### config.mk
export PLATFORM = sky130hd
export DESIGN_NAME = neuron_mac_flat
export DESIGN_NICKNAME = d
export VERILOG_FILES = /design/src/rtl/neuron_mac_pkg.sv /design/src/rtl/neuron_mac_if.sv /design/src/rtl/neuron_mac_round_sat.sv /design/src/rtl/neuron_mac.sv /design/src/flat_wrapper.sv
export SDC_FILE = /design/constraint.sdc
export NUM_CORES = 1
export LEC_CHECK = 0
export CAP_MARGIN = 20
export CORE_MARGIN = 5
export CORE_UTILIZATION = 27
export CTS_CLUSTER_DIAMETER = 150
export DETAILED_ROUTE_END_ITERATION = 8
export DONT_BUFFER_PORTS = 1
export GPL_TIMING_DRIVEN = 0
export HOLD_SLACK_MARGIN = 0.1
export PLACE_DENSITY = 0.47
export SYNTH_ARGS = -nofsm -noshare
export SYNTH_HDL_FRONTEND = slang
export SYNTH_SLANG_ARGS = --single-unit
### constraint.sdc
create_clock -name clk -period 6.26 [get_ports clk]
set_clock_uncertainty 0.15 [all_clocks]
set_input_delay 0.939 -clock clk [delete_from_list [all_inputs] [get_ports clk]]
set_output_delay 0.939 -clock clk [all_outputs]
set_load 0.05 [all_outputs]
### src/rtl/neuron_mac_pkg.sv
// neuron_pkg: shared definitions for the neuron_mac slice.
//   - neuron_state_e : FSM states ACCUM -> DRAIN -> ROUND -> HOLD -> ACCUM
//   - DEF_* : default N_INPUTS / DATA_W / ACC_W / SHIFT values
//   - OUT_W : width of the pre-activation result and of the bias
//   - cntWidth() : beat counter width for a given vector length
package neuron_pkg;

    typedef enum logic [1:0] {
        ACCUM = 2'd0,
        DRAIN = 2'd1,
        ROUND = 2'd2,
        HOLD  = 2'd3
    } neuron_state_e;

    localparam int DEF_N_INPUTS = 16;
    localparam int DEF_DATA_W   = 16;
    localparam int DEF_ACC_W    = 48;
    localparam int DEF_SHIFT    = 8;
    localparam int OUT_W        = 32;

    // A one-beat vector still needs a one-bit counter to keep the vector legal.
    function automatic int cntWidth(input int n);
        return (n > 1) ? $clog2(n) : 1;
    endfunction

endpackage

### src/rtl/neuron_mac_if.sv
// neuron_mac_if: beat stream in, result handshake out, plus bias and len_err.
//   master : the producer/consumer side (drives beats, bias, out_ready)
//   slave  : the neuron_mac side (drives in_ready, out_valid, out_x, len_err)
// Signals:
//   in_valid/in_ready/in_data/in_weight/in_last : input beat handshake
//   bias      : signed bias, sampled while the neuron is in ROUND
//   out_valid/out_ready/out_x : result handshake, out_x stable while valid
//   len_err   : one-cycle pulse on a vector-length violation
interface neuron_mac_if import neuron_pkg::*; #(
    parameter int DATA_W = DEF_DATA_W
) ();

    logic                     in_valid;
    logic                     in_ready;
    logic signed [DATA_W-1:0] in_data;
    logic signed [DATA_W-1:0] in_weight;
    logic                     in_last;
    logic signed [OUT_W-1:0]  bias;
    logic                     out_valid;
    logic                     out_ready;
    logic signed [OUT_W-1:0]  out_x;
    logic                     len_err;

    modport master (
        output in_valid, in_data, in_weight, in_last, bias, out_ready,
        input  in_ready, out_valid, out_x, len_err
    );

    modport slave (
        input  in_valid, in_data, in_weight, in_last, bias, out_ready,
        output in_ready, out_valid, out_x, len_err
    );

endinterface

### src/rtl/neuron_mac_round_sat.sv
// mac_round_sat: combinational bias add, arithmetic right shift and
// saturate-or-wrap down to OUT_W bits.
//   acc_i  : signed accumulator, ACC_W bits
//   bias_i : signed bias, OUT_W bits, scaled up by SHIFT before the add
//   x_o    : signed OUT_W-bit result
// Build option NEURON_MAC_SAT_EN: clamp to the OUT_W signed range instead of
// keeping the low OUT_W bits.
module mac_round_sat import neuron_pkg::*; #(
    parameter int ACC_W = DEF_ACC_W,
    parameter int SHIFT = DEF_SHIFT
) (
    input  logic signed [ACC_W-1:0] acc_i,
    input  logic signed [OUT_W-1:0] bias_i,
    output logic signed [OUT_W-1:0] x_o
);

    // One guard bit above the accumulator so the bias add cannot overflow.
    logic signed [ACC_W:0] accExt;
    logic signed [ACC_W:0] biasExt;
    logic signed [ACC_W:0] sum;
    logic signed [ACC_W:0] shifted;

    assign accExt  = {acc_i[ACC_W-1], acc_i};
    assign biasExt = {{(ACC_W + 1 - OUT_W){bias_i[OUT_W-1]}}, bias_i};
    assign sum     = accExt + (biasExt <<< SHIFT);
    // Arithmetic shift floors toward minus infinity (-1 >>> 8 == -1).
    assign shifted = sum >>> SHIFT;

`ifdef NEURON_MAC_SAT_EN
    localparam logic signed [ACC_W:0] SAT_MAX = {{(ACC_W + 2 - OUT_W){1'b0}}, {(OUT_W - 1){1'b1}}};
    localparam logic signed [ACC_W:0] SAT_MIN = {{(ACC_W + 2 - OUT_W){1'b1}}, {(OUT_W - 1){1'b0}}};

    // Clamp anything outside the signed OUT_W range onto its nearest bound.
    always_comb begin
        x_o = shifted[OUT_W-1:0];
        if (shifted > SAT_MAX) begin
            x_o = SAT_MAX[OUT_W-1:0];
        end else if (shifted < SAT_MIN) begin
            x_o = SAT_MIN[OUT_W-1:0];
        end
    end
`else
    // Two's-complement wrap: the bits above OUT_W are simply dropped.
    logic unusedHighBits;
    assign unusedHighBits = ^shifted[ACC_W:OUT_W];

    always_comb begin
        x_o = shifted[OUT_W-1:0];
    end
`endif

endmodule

### src/rtl/neuron_mac.sv
// neuron_mac: streaming multiply-accumulate neuron producing the signed
// pre-activation value for the downstream sigmoid stage.
// Ports:
//   clk   : rising-edge clock
//   reset : synchronous, active-high
//   bus   : neuron_mac_if.slave (beat stream, bias, result handshake, len_err)
// Flow: each accepted beat registers data*weight; the registered product is
// added into the accumulator one cycle later. After the terminating beat the
// FSM drains the final product, rounds (bias add, shift, saturate/wrap) and
// holds the result until the consumer accepts it.
// Build option NEURON_MAC_SAT_EN: saturate the result instead of wrapping.
module neuron_mac import neuron_pkg::*; #(
    parameter int N_INPUTS = DEF_N_INPUTS,
    parameter int DATA_W   = DEF_DATA_W,
    parameter int ACC_W    = DEF_ACC_W,
    parameter int SHIFT    = DEF_SHIFT
) (
    input  logic         clk,
    input  logic         reset,
    neuron_mac_if.slave  bus
);

    localparam int CNT_W  = cntWidth(N_INPUTS);
    localparam int PROD_W = 2 * DATA_W;

    neuron_state_e            state_q;
    logic [CNT_W-1:0]         cnt_q;
    logic [CNT_W-1:0]         cnt_d;
    logic signed [PROD_W-1:0] prod_q;
    logic signed [PROD_W-1:0] prod_d;
    logic                     prodValid_q;
    logic signed [ACC_W-1:0]  acc_q;
    logic signed [ACC_W-1:0]  acc_d;
    logic signed [OUT_W-1:0]  outX_q;
    logic signed [OUT_W-1:0]  roundX_d;
    logic                     outValid_q;
    logic                     lenErr_q;

    logic                     inReady;
    logic                     accept;
    logic                     isNth;
    logic                     endOfVector;
    logic signed [DATA_W-1:0] dataS;
    logic signed [DATA_W-1:0] weightS;

    assign dataS   = bus.in_data;
    assign weightS = bus.in_weight;

    // Beat acceptance, product and accumulator next values. Ready is held low
    // during reset so nothing upstream mistakes a reset cycle for a transfer.
    always_comb begin
        inReady     = (state_q == ACCUM) && !reset;
        accept      = bus.in_valid && inReady;
        isNth       = (cnt_q == CNT_W'(N_INPUTS - 1));
        endOfVector = bus.in_last || isNth;
        cnt_d       = cnt_q + CNT_W'(1);
        prod_d      = PROD_W'(dataS) * PROD_W'(weightS);
        acc_d       = acc_q;
        if (prodValid_q) begin
            acc_d = acc_q + ACC_W'(prod_q);
        end
    end

    mac_round_sat #(
        .ACC_W (ACC_W),
        .SHIFT (SHIFT)
    ) u_round (
        .acc_i  (acc_q),
        .bias_i (bus.bias),
        .x_o    (roundX_d)
    );

    // Single FSM with registered outputs. The accumulator absorbs the
    // pending product every cycle regardless of state, which is what lets
    // DRAIN fold in the last product without special handling. A vector
    // ends on in_last or on the N-th beat; len_err flags the case where
    // those two do not coincide.
    always_ff @(posedge clk) begin
        if (reset) begin
            state_q     <= ACCUM;
            cnt_q       <= '0;
            prod_q      <= '0;
            prodValid_q <= 1'b0;
            acc_q       <= '0;
            outX_q      <= '0;
            outValid_q  <= 1'b0;
            lenErr_q    <= 1'b0;
        end else begin
            lenErr_q    <= 1'b0;
            prodValid_q <= 1'b0;
            acc_q       <= acc_d;
            case (state_q)
                ACCUM: begin
                    if (accept) begin
                        prod_q      <= prod_d;
                        prodValid_q <= 1'b1;
                        if (endOfVector) begin
                            cnt_q    <= '0;
                            lenErr_q <= bus.in_last ^ isNth;
                            state_q  <= DRAIN;
                        end else begin
                            cnt_q <= cnt_d;
                        end
                    end
                end
                DRAIN: begin
                    state_q <= ROUND;
                end
                ROUND: begin
                    outX_q     <= roundX_d;
                    outValid_q <= 1'b1;
                    state_q    <= HOLD;
                end
                HOLD: begin
                    if (bus.out_ready) begin
                        outValid_q <= 1'b0;
                        acc_q      <= '0;
                        cnt_q      <= '0;
                        state_q    <= ACCUM;
                    end
                end
                default: begin
                    state_q <= ACCUM;
                end
            endcase
        end
    end

    assign bus.in_ready  = inReady;
    assign bus.out_valid = outValid_q;
    assign bus.out_x     = outX_q;
    assign bus.len_err   = lenErr_q;

endmodule

### src/flat_wrapper.sv
// flat-port wrapper written by rule: the top's interface ports become plain ports
module neuron_mac_flat import neuron_pkg::*;
#(
    parameter int N_INPUTS = DEF_N_INPUTS,
    parameter int DATA_W   = DEF_DATA_W,
    parameter int ACC_W    = DEF_ACC_W,
    parameter int SHIFT    = DEF_SHIFT
)
  (clk, reset, bus_in_valid, bus_in_data, bus_in_weight, bus_in_last, bus_bias, bus_out_ready, bus_in_ready, bus_out_valid, bus_out_x, bus_len_err);
  neuron_mac_if #(.DATA_W(DATA_W)) bus_i ();
  input  logic clk;
  input  logic reset;
  input wire logic [$bits(bus_i.in_valid)-1:0] bus_in_valid;
  input wire logic [$bits(bus_i.in_data)-1:0] bus_in_data;
  input wire logic [$bits(bus_i.in_weight)-1:0] bus_in_weight;
  input wire logic [$bits(bus_i.in_last)-1:0] bus_in_last;
  input wire logic [$bits(bus_i.bias)-1:0] bus_bias;
  input wire logic [$bits(bus_i.out_ready)-1:0] bus_out_ready;
  output wire logic [$bits(bus_i.in_ready)-1:0] bus_in_ready;
  output wire logic [$bits(bus_i.out_valid)-1:0] bus_out_valid;
  output wire logic [$bits(bus_i.out_x)-1:0] bus_out_x;
  output wire logic [$bits(bus_i.len_err)-1:0] bus_len_err;
  assign bus_i.in_valid = bus_in_valid;
  assign bus_i.in_data = bus_in_data;
  assign bus_i.in_weight = bus_in_weight;
  assign bus_i.in_last = bus_in_last;
  assign bus_i.bias = bus_bias;
  assign bus_i.out_ready = bus_out_ready;
  assign bus_in_ready = bus_i.in_ready;
  assign bus_out_valid = bus_i.out_valid;
  assign bus_out_x = bus_i.out_x;
  assign bus_len_err = bus_i.len_err;
  neuron_mac #(.N_INPUTS(N_INPUTS), .DATA_W(DATA_W), .ACC_W(ACC_W), .SHIFT(SHIFT)) u_core (.clk(clk), .reset(reset), .bus(bus_i));
endmodule
==> metrics.md <==
| Metric | Value |
|---|---|
| Final hold vios | 0 |
| Full die area | 69400 um2 |
| Input/output buffers | 0 |
| Post-synth top area share | a little under a third |
| Ys async rst share | 0% |
| Clock transition at path regs | approximately 0.05 ns |
| CTS H-tree lvls | 4 |
| Area of the mapped netlist | roughly 17000 um2 |
| Clk_lat worst skew | 0.42 ns |
| Outcome | finished clean |
| Cells after Synth | about 2000 |
| Slew @ Worst Pin | 1.00 ns |
| Initial antenna violation count | 0 |
| CTS tree | yes |
| Synth top area cells | fa_1 30%, dfxtp_1 13%, ha_1 11% |
| Non-Filler Instances | approximately 2900 |
| Critical Path Start Type | input port |
| Final period util | around 99% |
| Number of synthesized flops with an enable pin | 0 |
| Initial core utilization | 27.4% |
| Max_slew headroom | between 30% and 40% |
| Final ANT Viol Nets | 0 |
| R2r worst-path depth | 12 |
| Worst Path Class, Setup | in -> reg |
| Vias in the first global route | 14300 |
| Fmax | about 160 MHz |
| Layout net count | around 2500 |
| Slew Limit Fails | 0 |
| HP Class | reg -> reg |
| Worst Setup SP | bus_in_weight[2] |
| RD Place Congestion | 0.876 |
| Total grt overflow | 0 |
| Fin util | between 30% and 40% |
| Largest net degree at the start of global routing | 17 |
| Clock Sinks | 113 |
| WP data required | ~6.4 ns |
| Worst path arrival time | about 6.3 ns |
| Synthesized area per cell | between 8 and 9 um2 |
| Syn Nets | 2451 |
| Max Cap Viol | 0 |
| Initial DRT Pass Iterations | 5 |
| CTS max path bufs | 2 |
| Die Y | approximately 260 um |
| Remaining DRCs | 0 |
| Via count | 13600 |
| Area leader, netlist | fa_1 |
| Global-route wire length before repair | roughly 81 mm |
| Fillers | 6676 |
| Tmin final | around 6.2 ns |
| Top FF cell, synth | dfxtp_1 |
| FF+latch count, synth | 113 |
| IO Pins | 104 |
| 1st-iter DRT viols | ~620 |
| RSZ-0062 raised after global routing | true |
| Yosys synthesis warning count | 0 |
| Reg-to-Reg Start | u_core.acc_q[8] |
| GR Util All Layers | between 10% and 20% |
| Flop2flop setup slack | 2.67 ns |
| Seq/Total Area, Yosys | 13.0% |
| HPWL after DPL | roughly 42 mm |
| Rows | 92 |
| # placed instances | between 2000 and 3000 |
| DR vias/cell | between 4 and 5 |
| Routed wire per std cell | 17.9 um |
| Die width | 263 um |
| Share of cells above drive strength 1 | under 10% |
| CTS buffer count | 17 |
| Critical R2R Capture | u_core.bus.out_x[30] |
| Max Fanout on Critical Path | 10 |
| WL final | about 50 mm |
| Worst Setup EP | u_core.prod_q[31] |
| Crit path capture type | register |
| Setup-failing EPs final | 0 |
| Synth cell types | a little over 70 |
| Area Overhead vs Synth | 14.8% |
| Core area | ~63000 um2 |
| Antenna diodes | 0 |
| Root buf cell | clkbuf_16 |
-- critical path, stage by stage --
cell and delay, ns:
clkbuf_16 0.15, nand2_4 0.07, inv_1 0.06, fa_2 0.59, buf_4 0.13, fa_2 0.44, fa_1 0.52, fa_2 0.39
fa_1 0.51, inv_1 0.05, fa_1 0.47, inv_1 0.04, ha_1 0.27, clkbuf_8 0.15, a21o_1 0.17, a21o_1 0.18
nand3_2 0.10, a31oi_4 0.10, a31o_2 0.26, a211o_1 0.26, a21oi_2 0.18, xnor2_2 0.18, o21ai_1 0.10
-- kinds of logic (layout without fill, tap and decap cells) --
| group | count (synthesis) | after routing | synth area share, % |
|---|---|---|---|
| and+or+nand+nor | 591 | 591 | 17.4 |
| AOI/OAI and AO/OA | 319 | 319 | 12.2 |
| buffers and inverters | 380 | 432 | 8.23 |
| muxes | 50 | 50 | 2.89 |
| xor gates and xnor gates | 85 | 85 | 4.29 |
| adders and majority gates | 422 | 422 | 41.9 |
| DFF | 113 | 113 | 13.0 |
-- layout make-up --
type | instances | area, um2 | share of cell area (%)
Multi-Input combinational cell | 1467 | 14100 | 70.6
Timing Repair Buffer | 22 | 178 | 0.893
Sequential cell | 113 | 2260 | 11.4
Inverter | 311 | 1170 | 5.88
Buffer | 68 | 578 | 2.90
Clock buffer | 21 | 460 | 2.31
Clock inverter | 10 | 134 | 0.673
Tap cell | 846 | 1060 | 5.32
-- repair_timing --
item | CTS | global route
resized for setup | 88 | 55
endpoints found under the setup margin | 15 | 11
setup buffers | 13 | 9
hold buffers | 0 | 0
pin swaps | 34 | 38
-- cell usage in the layout (no fill, tap or decap), types with 35 or more instances in the layout --
cell type	count
nand3_1	35
fa_1	249
a21o_1	49
a21oi_1	71
and2_1	127
ha_1	144
inv_1	306
nor2_1	113
nand2_1	160
mux2i_1	50
dfxtp_1	113
o21ai_0	70
nand3b_1	35
xnor2_1	54
-- registers in the layout, indices dropped and copies added (netlist names) --
name	flops
u_core.acc_q	40
u_core.prodValid_q	1
u_core.bus.out_x	32
u_core.bus.out_valid	1
u_core.bus.len_err	1
u_core.state_q	2
u_core.cnt_q	4
u_core.prod_q	32
-- Yosys cell counts (all sizes together), types with 3 or more instances --
master  number
o21ai       77
nand4       10
nand3b      35
a21oi       79
xor2        30
ha         158
clkbuf      59
a31o         7
and3        10
a211o        9
and2       131
mux2i       50
a311oi       6
dfxtp      113
a311o        3
o31ai        6
a211oi      11
xnor2       55
o21a        10
nor3b       13
or4b         4
nand3       36
nor3        19
nand2      169
a31oi       11
o21bai      10
a21o        50
o211ai      10
nor2       117
a21boi       3
inv        311
fa         264
nor2b       15
nand2b      18
buf         10
o31a         3
nand4b       3
-- stage by stage --
stage                     setup slack (ns)  area (um2)  hold slack, ns  TNS, ns
after floorplan                    -0.0852       17500           0.286   -0.175
after global placement               -1.13       18500           0.296   -12.85
after detailed placement             -1.21       18500           0.307   -13.76
after CTS                          -0.0589       19600           0.316  -0.0589
after global routing                -0.124       19900           0.335   -0.318
final                               0.0635       19900           0.320        0
-- worst min-delay path by stage --
stage / slack (ns) / from / to / cells past startpoint
floorplan: 0.29 / u_core.prod_q[0] / u_core.prod_q[0] / 2
finish: 0.32 / u_core.prod_q[0] / u_core.prod_q[0] / 2
global route: 0.34 / u_core.prod_q[0] / u_core.prod_q[0] / 2
global placement: 0.30 / u_core.prod_q[0] / u_core.prod_q[0] / 2
detailed placement: 0.31 / u_core.prod_q[0] / u_core.prod_q[0] / 2
CTS: 0.32 / u_core.prod_q[0] / u_core.prod_q[0] / 2
-- routing by layer --
| layer | vias to the layer above | global-route usage (%) | share of wire [%] |
|---|---|---|---|
| met5 | - | 0 | 0 |
| met4 | 0 | 3.53 | 2.2 |
| met3 | 53 | 1.62 | 2.7 |
| met2 | 189 | 25.9 | 51 |
| met1 | 6936 | 18.9 | 44 |
| li1 | 6466 | - | - |
Power is left out: the tool's default activity adds up to more than one toggle a clock period on the data nets, which glitch-free logic cannot reach.
